$ cat config.mk
export PLATFORM = sky130hd
export DESIGN_NAME = text_dot_gen
export DESIGN_NICKNAME = d
export VERILOG_FILES = /design/src/rtl/video_pkg.sv /design/src/rtl/char_rom.sv /design/src/rtl/text_dot_gen.sv
export SDC_FILE = /design/constraint.sdc
export NUM_CORES = 1
export LEC_CHECK = 0
export ABC_AREA = 1
export ABC_CLOCK_PERIOD_IN_PS = 5900
export CAP_MARGIN = 10
export CORE_ASPECT_RATIO = 1.2
export CORE_MARGIN = 2
export CORE_UTILIZATION = 55
export DETAILED_ROUTE_END_ITERATION = 10
export GPL_ROUTABILITY_DRIVEN = 0
export PLACE_DENSITY = 0.76
export SYNTH_ARGS = -nofsm -noshare
export SYNTH_HDL_FRONTEND = slang
export SYNTH_SLANG_ARGS = --single-unit
$ cat constraint.sdc
create_clock -name phi -period 5.9 [get_ports phi]
set_input_delay 1.18 -clock phi [delete_from_list [all_inputs] [get_ports phi]]
set_output_delay 1.18 -clock phi [all_outputs]
set_load 0.005 [all_outputs]
$ cat src/rtl/video_pkg.sv
// Shared types for the text-mode video path.
// Glyph row width default, attribute decode and the ROM pattern source.
package video_pkg;

  localparam int GLYPH_W_DEF = 7;

  typedef enum logic [1:0] {
    ATTR_INVERSE,
    ATTR_FLASH,
    ATTR_NORMAL
  } attr_t;

  typedef struct packed {
    logic [7:0] chr;
    logic [2:0] row;
  } chr_entry_t;

  function automatic attr_t to_attr(
    input logic [1:0] hi
  );
    attr_t a;
    unique case (1'b1)
      (hi == 2'b00): a = ATTR_INVERSE;
      (hi == 2'b01): a = ATTR_FLASH;
      default:       a = ATTR_NORMAL;
    endcase
    return a;
  endfunction

  // Character ROM pattern for address {code, row}.
  function automatic logic [31:0] glyph_bits(
    input logic [8:0] addr
  );
    logic [31:0] t;
    t = {23'd0, addr};
    t = (t * 32'd53) ^ 32'h15A;
    return t;
  endfunction

endpackage

$ cat src/rtl/char_rom.sv
// 512-entry glyph ROM, one registered read per cycle.
// addr = {code[5:0], row[2:0]}; contents come from video_pkg::glyph_bits.
module char_rom
  import video_pkg::*;
#(
  parameter int W = GLYPH_W_DEF
) (
  input  logic         clk,
  input  logic [8:0]   addr,
  output logic [W-1:0] data
);

  logic [31:0] bits;

  assign bits = glyph_bits(addr);

  // Synchronous read: data follows addr by one cycle.
  always_ff @(posedge clk) begin
    data <= bits[W-1:0];
  end

endmodule

$ cat src/rtl/text_dot_gen.sv
// Text-mode dot generator: FIFO, glyph fetch, attribute apply, dot shifter.
// Optional TEXT_FLASH_EN adds the frame-counted flash phase.
module text_dot_gen
  import video_pkg::*;
#(
  parameter int GLYPH_W      = GLYPH_W_DEF,
  parameter int FIFO_DEPTH   = 2,
  parameter int FLASH_PERIOD = 16
) (
  input  logic       phi,
  input  logic       rst_n,
  input  logic [7:0] chr,
  input  logic [2:0] chr_row,
  input  logic       chr_valid,
  output logic       chr_ready,
  input  logic       frame,
  output logic       dot,
  output logic       dot_valid
);

  localparam int AW = $clog2(FIFO_DEPTH);
  localparam int CW = $clog2(GLYPH_W);

  typedef enum logic {S_IDLE, S_SHIFT} state_t;

  chr_entry_t         mem [FIFO_DEPTH];
  logic [AW:0]        wp, rp;
  logic               full, empty, push, pop;
  chr_entry_t         head;
  logic [8:0]         rom_addr;
  logic [GLYPH_W-1:0] rom_data;

  logic               rd_busy;
  attr_t              rd_attr;
  logic               nxt_v;
  logic [GLYPH_W-1:0] nxt_glyph;
  attr_t              nxt_attr;

  state_t             state, state_n;
  logic               load, last, inv;
  logic [GLYPH_W-1:0] shreg;
  logic [CW-1:0]      dot_cnt;
  logic               flash_phase;

  assign empty = (wp == rp);
  assign full  = (wp[AW] != rp[AW]) &&
                 (wp[AW-1:0] == rp[AW-1:0]);
  assign chr_ready = !full;
  assign push = chr_valid && !full;
  assign head = mem[rp[AW-1:0]];
  assign pop  = !empty && !nxt_v && !rd_busy;
  assign rom_addr = {head.chr[5:0], head.row};

  char_rom #(.W(GLYPH_W)) u_rom (
    .clk  (phi),
    .addr (rom_addr),
    .data (rom_data)
  );

  // FIFO storage, written on accepted pushes.
  always_ff @(posedge phi) begin
    if (push) mem[wp[AW-1:0]] <= '{chr: chr, row: chr_row};
  end

  // FIFO pointers.
  always_ff @(posedge phi or negedge rst_n) begin
    if (!rst_n) begin
      wp <= '0;
      rp <= '0;
    end else begin
      if (push) wp <= wp + 1'b1;
      if (pop)  rp <= rp + 1'b1;
    end
  end

  // ROM read tracking and the one-deep next-glyph holding register.
  always_ff @(posedge phi or negedge rst_n) begin
    if (!rst_n) begin
      rd_busy   <= 1'b0;
      rd_attr   <= ATTR_NORMAL;
      nxt_v     <= 1'b0;
      nxt_glyph <= '0;
      nxt_attr  <= ATTR_NORMAL;
    end else begin
      rd_busy <= pop;
      if (pop) rd_attr <= to_attr(head.chr[7:6]);
      if (rd_busy) begin
        nxt_v     <= 1'b1;
        nxt_glyph <= rom_data;
        nxt_attr  <= rd_attr;
      end else if (load) begin
        nxt_v <= 1'b0;
      end
    end
  end

`ifdef TEXT_FLASH_EN
  localparam int FW = (FLASH_PERIOD > 1) ?
                      $clog2(FLASH_PERIOD) : 1;

  logic [FW-1:0] flash_cnt;

  // Frame counter; phase flips each time it wraps.
  always_ff @(posedge phi or negedge rst_n) begin
    if (!rst_n) begin
      flash_cnt   <= '0;
      flash_phase <= 1'b0;
    end else if (frame) begin
      if (flash_cnt == FW'(FLASH_PERIOD - 1)) begin
        flash_cnt   <= '0;
        flash_phase <= ~flash_phase;
      end else begin
        flash_cnt <= flash_cnt + 1'b1;
      end
    end
  end
`else
  localparam int unused_period = FLASH_PERIOD;
  logic unused_frame;

  assign unused_frame = frame;
  assign flash_phase  = 1'b0;
`endif

  // Inversion decision for the glyph being loaded.
  always_comb begin
    inv = 1'b0;
    unique case (1'b1)
      (nxt_attr == ATTR_INVERSE): inv = 1'b1;
      (nxt_attr == ATTR_FLASH):   inv = flash_phase;
      default:                    inv = 1'b0;
    endcase
  end

  assign last = (dot_cnt == CW'(GLYPH_W - 1));

  // Shifter state register.
  always_ff @(posedge phi or negedge rst_n) begin
    if (!rst_n) state <= S_IDLE;
    else        state <= state_n;
  end

  // Shifter next state and glyph load strobe.
  always_comb begin
    state_n = state;
    load    = 1'b0;
    unique case (state)
      S_IDLE: begin
        if (nxt_v) begin
          load    = 1'b1;
          state_n = S_SHIFT;
        end
      end
      S_SHIFT: begin
        if (last) begin
          if (nxt_v) load = 1'b1;
          else       state_n = S_IDLE;
        end
      end
      default: state_n = S_IDLE;
    endcase
  end

  // Dot shift register, LSB out first.
  always_ff @(posedge phi or negedge rst_n) begin
    if (!rst_n) begin
      shreg   <= '0;
      dot_cnt <= '0;
    end else if (load) begin
      shreg   <= nxt_glyph ^ {GLYPH_W{inv}};
      dot_cnt <= '0;
    end else if (state == S_SHIFT) begin
      shreg   <= shreg >> 1;
      dot_cnt <= dot_cnt + 1'b1;
    end
  end

  assign dot_valid = (state == S_SHIFT);
  assign dot       = dot_valid & shreg[0];

endmodule
==> impl_metrics.ini <==
[setup_path]
path_max_fanout = 15
crit_arrival_ns = 3.65
crit_type = reg2reg
path_cells = inv_2 > nand2_1 > nand2_1 > ha_1 > ha_1 > inv_1 > fa_1 > inv_1 > fa_1 > nand2_1 > nand3_1 > nand2_1 > inv_1 > nor2_1 > nor2_1 > nand2_1 > nand2_1
worstSetupEndpointType = register
r2r_cells = 17
required_ns = 6.11
path_depth = 17
max_stage_delay_ns = 0.64
critPathBufInv = 4
cp_top_family = adder cells
start_kind = register
critical-path-slowest-cell = dfrtp_1
crit_top_cell = nand2_1

[detailed_routing]
drtPass1Iterations = 4
drtAntennaViolNets = 0
viasPerCell = 4.792
routed-via-count = 1567
wl_um = 3358
drtIter0Drc = 78
wire_per_inst_um = 10.27
drc = 0

[clock_tree]
cts_inserted_buffers = 5
clkLatencyLatePin_ns = 0.31
clock_sinks = 53
htree_levels = 2
cts_resized = 0
ctsRootBufferMaster = clkbuf_8
cts_setup_buffers = 0
clk_pin_slew_ns = 0.09
cts_tree = yes
cts_hold_buf = 0
clockBufferDepth = 2

[synthesis]
syn_area_per_cell_um2 = 9.677
synth_common_cells = 94 x nand2_1, 26 x dfrtp_1, 24 x inv_1
ys_top_cells_by_area = dfrtp_1 27%, edfxtp_1 22%, nand2_1 14%, ha_1 6.2%, dfxtp_1 5.7%
syn_area_mm2 = 0.002439
async_flop_share_pct = 52.83
synth_top_cell_area_share_pct = 26.68
synth.distinct_cells = 31
yosysWarnings = 0
synth-edff-count = 18
ys_seq_elements = 53
synth_flop_cell = dfrtp_1
synth_top_cell_by_area = dfrtp_1
syn_nets = 281
yosysMostFrequentCell = nand2_1
synthCells = 252
seq_area_frac_synth_pct = 56.75

[min_path]
min_path_type = reg2reg
min_path_cells = 2

[floorplan]
ios = 18
core-area_mm2 = 0.004262
die_h_um = 76.94
start_util_pct = 57.22
die-width_um = 64.79
die-area_mm2 = 0.004985
num_rows = 26

[sta]
drv_slew = 0
finalSetupViolations = 0
period_needed_ns = 3.441
maxSlewHeadroom_pct = 54.95
post-route-period-util_pct = 58.32
fmax_mhz = 290.6
tns_ns = 0
rsz0062_at_grt = no
tightest_slew_ns = 0.6732
skew_ns = 0.01255
finalHoldViolCount = 0
fin_ws_ns = 2.459

[placement]
dp_hpwl_um = 2599
io_buffers = 14
pre_cts_ws_ns = 2.448

[final_layout]
drive_gt1_share_pct = 7.380
syn2layout_area_growth_pct = 11.85
antenna_cells = 0
final_nets = 299

[global_route]
gr-usage-met1_pct = 17.21
top_usage_layer = met2
antenna_found_initial = 0
grtUsageMet3_pct = 4.399
grt_pass1_vias = 1510
overflow = 0
grt_pass1_wl_um = 6265
grt_max_degree = 29
grtUsageMet2_pct = 29.69
groute.usage.overall_pct = 16.49

[run_status]
outcome = complete, no violations

[pwr]
power_density_mw_per_mm2 = 594.4
irDropWorstVdd_uv = 284.0
cellLeakagePower_nw = 1.291

[run]
maxCapViolCount = 0
[registers in the layout (all words and copies together), names as in the netlist]
register / count
nxt_v: 1
rd_attr: 2
wp: 2
rp: 2
shreg: 7
dot_cnt: 3
nxt_attr: 2
u_rom.data: 7
mem: 18
rd_busy: 1
nxt_glyph: 7
dot_valid: 1
[worst register-to-register path, cell delays in order (launching register included)]
cell	delay, ns
dfrtp_1	0.64
inv_2	0.22
nand2_1	0.10
nand2_1	0.13
ha_1	0.33
ha_1	0.28
inv_1	0.05
fa_1	0.52
inv_1	0.05
fa_1	0.46
nand2_1	0.09
nand3_1	0.07
nand2_1	0.12
inv_1	0.06
nor2_1	0.09
nor2_1	0.04
nand2_1	0.05
nand2_1	0.05
[worst paths after layout]
path,slack (ns),from,end
max,2.46,rp[0],u_rom.data[6]
min,0.42,u_rom.data[3],nxt_glyph[3]
max reg2reg,2.46,rp[0],u_rom.data[6]
min reg2reg,0.42,u_rom.data[3],nxt_glyph[3]
max in group asynchronous,4.36,rst_n,rd_attr[1]
min in group asynchronous,1.24,rst_n,dot_cnt[1]
[cells by family (layout without fill, tap and decap cells)]
kind of cell,after synthesis,count (layout),synth area share [%]
buffers and inverters,31,50,5.285
adder cells (fa/ha/maj),14,14,7.799
AO/OA/AOI/OAI,17,17,4.361
AND/OR/NAND/NOR,123,123,20.78
flip-flops,53,53,56.75
XOR/XNOR,14,14,5.028
[layout make-up]
type                    instances  area [µm²]
clock buffers                   6       82.58
clock inverters                 2       16.27
fillers                       359        1534
inverters                      27       101.3
multi-input cells             168       925.9
flip-flops and latches         53        1384
well taps                      56       70.07
repair buffers                 15       147.6
[metrics by stage]
stage	utilization [%]	power (mW)	std cells	hold WS [ns]	area (µm²)
after floorplan	-	1.269	252	0.4095	2439
after global placement	61.69	1.391	319	0.4125	2629
after detailed placement	61.69	1.434	319	0.4171	2629
after CTS	64.00	1.651	327	0.4311	2728
after global routing	64.00	1.821	327	0.4459	2728
final	64.00	1.621	327	0.4211	2728
[power breakdown]
group          switching, mW  leakage (nW)  internal [mW]  total (mW)
Clock                  0.117        0.0478         0.0967       0.214
Combinational          0.446         0.674          0.321       0.768
Sequential            0.0925         0.570          0.547       0.640
[cells in the final DEF, fill, tap and decap left out, types with 3 or more instances in the layout]
cell type / synthesis / layout
dfxtp_1: 7 / 7
xnor2_1: 9 / 9
o21ai_0: 4 / 4
o211ai_1: 6 / 6
dfrtp_1: 26 / 26
nor2_1: 9 / 9
nand3_1: 10 / 10
nand2_1: 94 / 94
ha_1: 12 / 12
a21oi_1: 3 / 3
clkdlybuf4s50_1: 0 / 14
xor2_1: 5 / 5
clkbuf_8: 0 / 6
inv_1: 24 / 24
edfxtp_1: 18 / 18
[metal layers]
layer	share of wire [%]	up-vias
met3	3.4	6
met1	41	703
met2	53	22
met4	2.4	0
li1	-	836
met5	0	-
(Power assumes the default switching activity.)
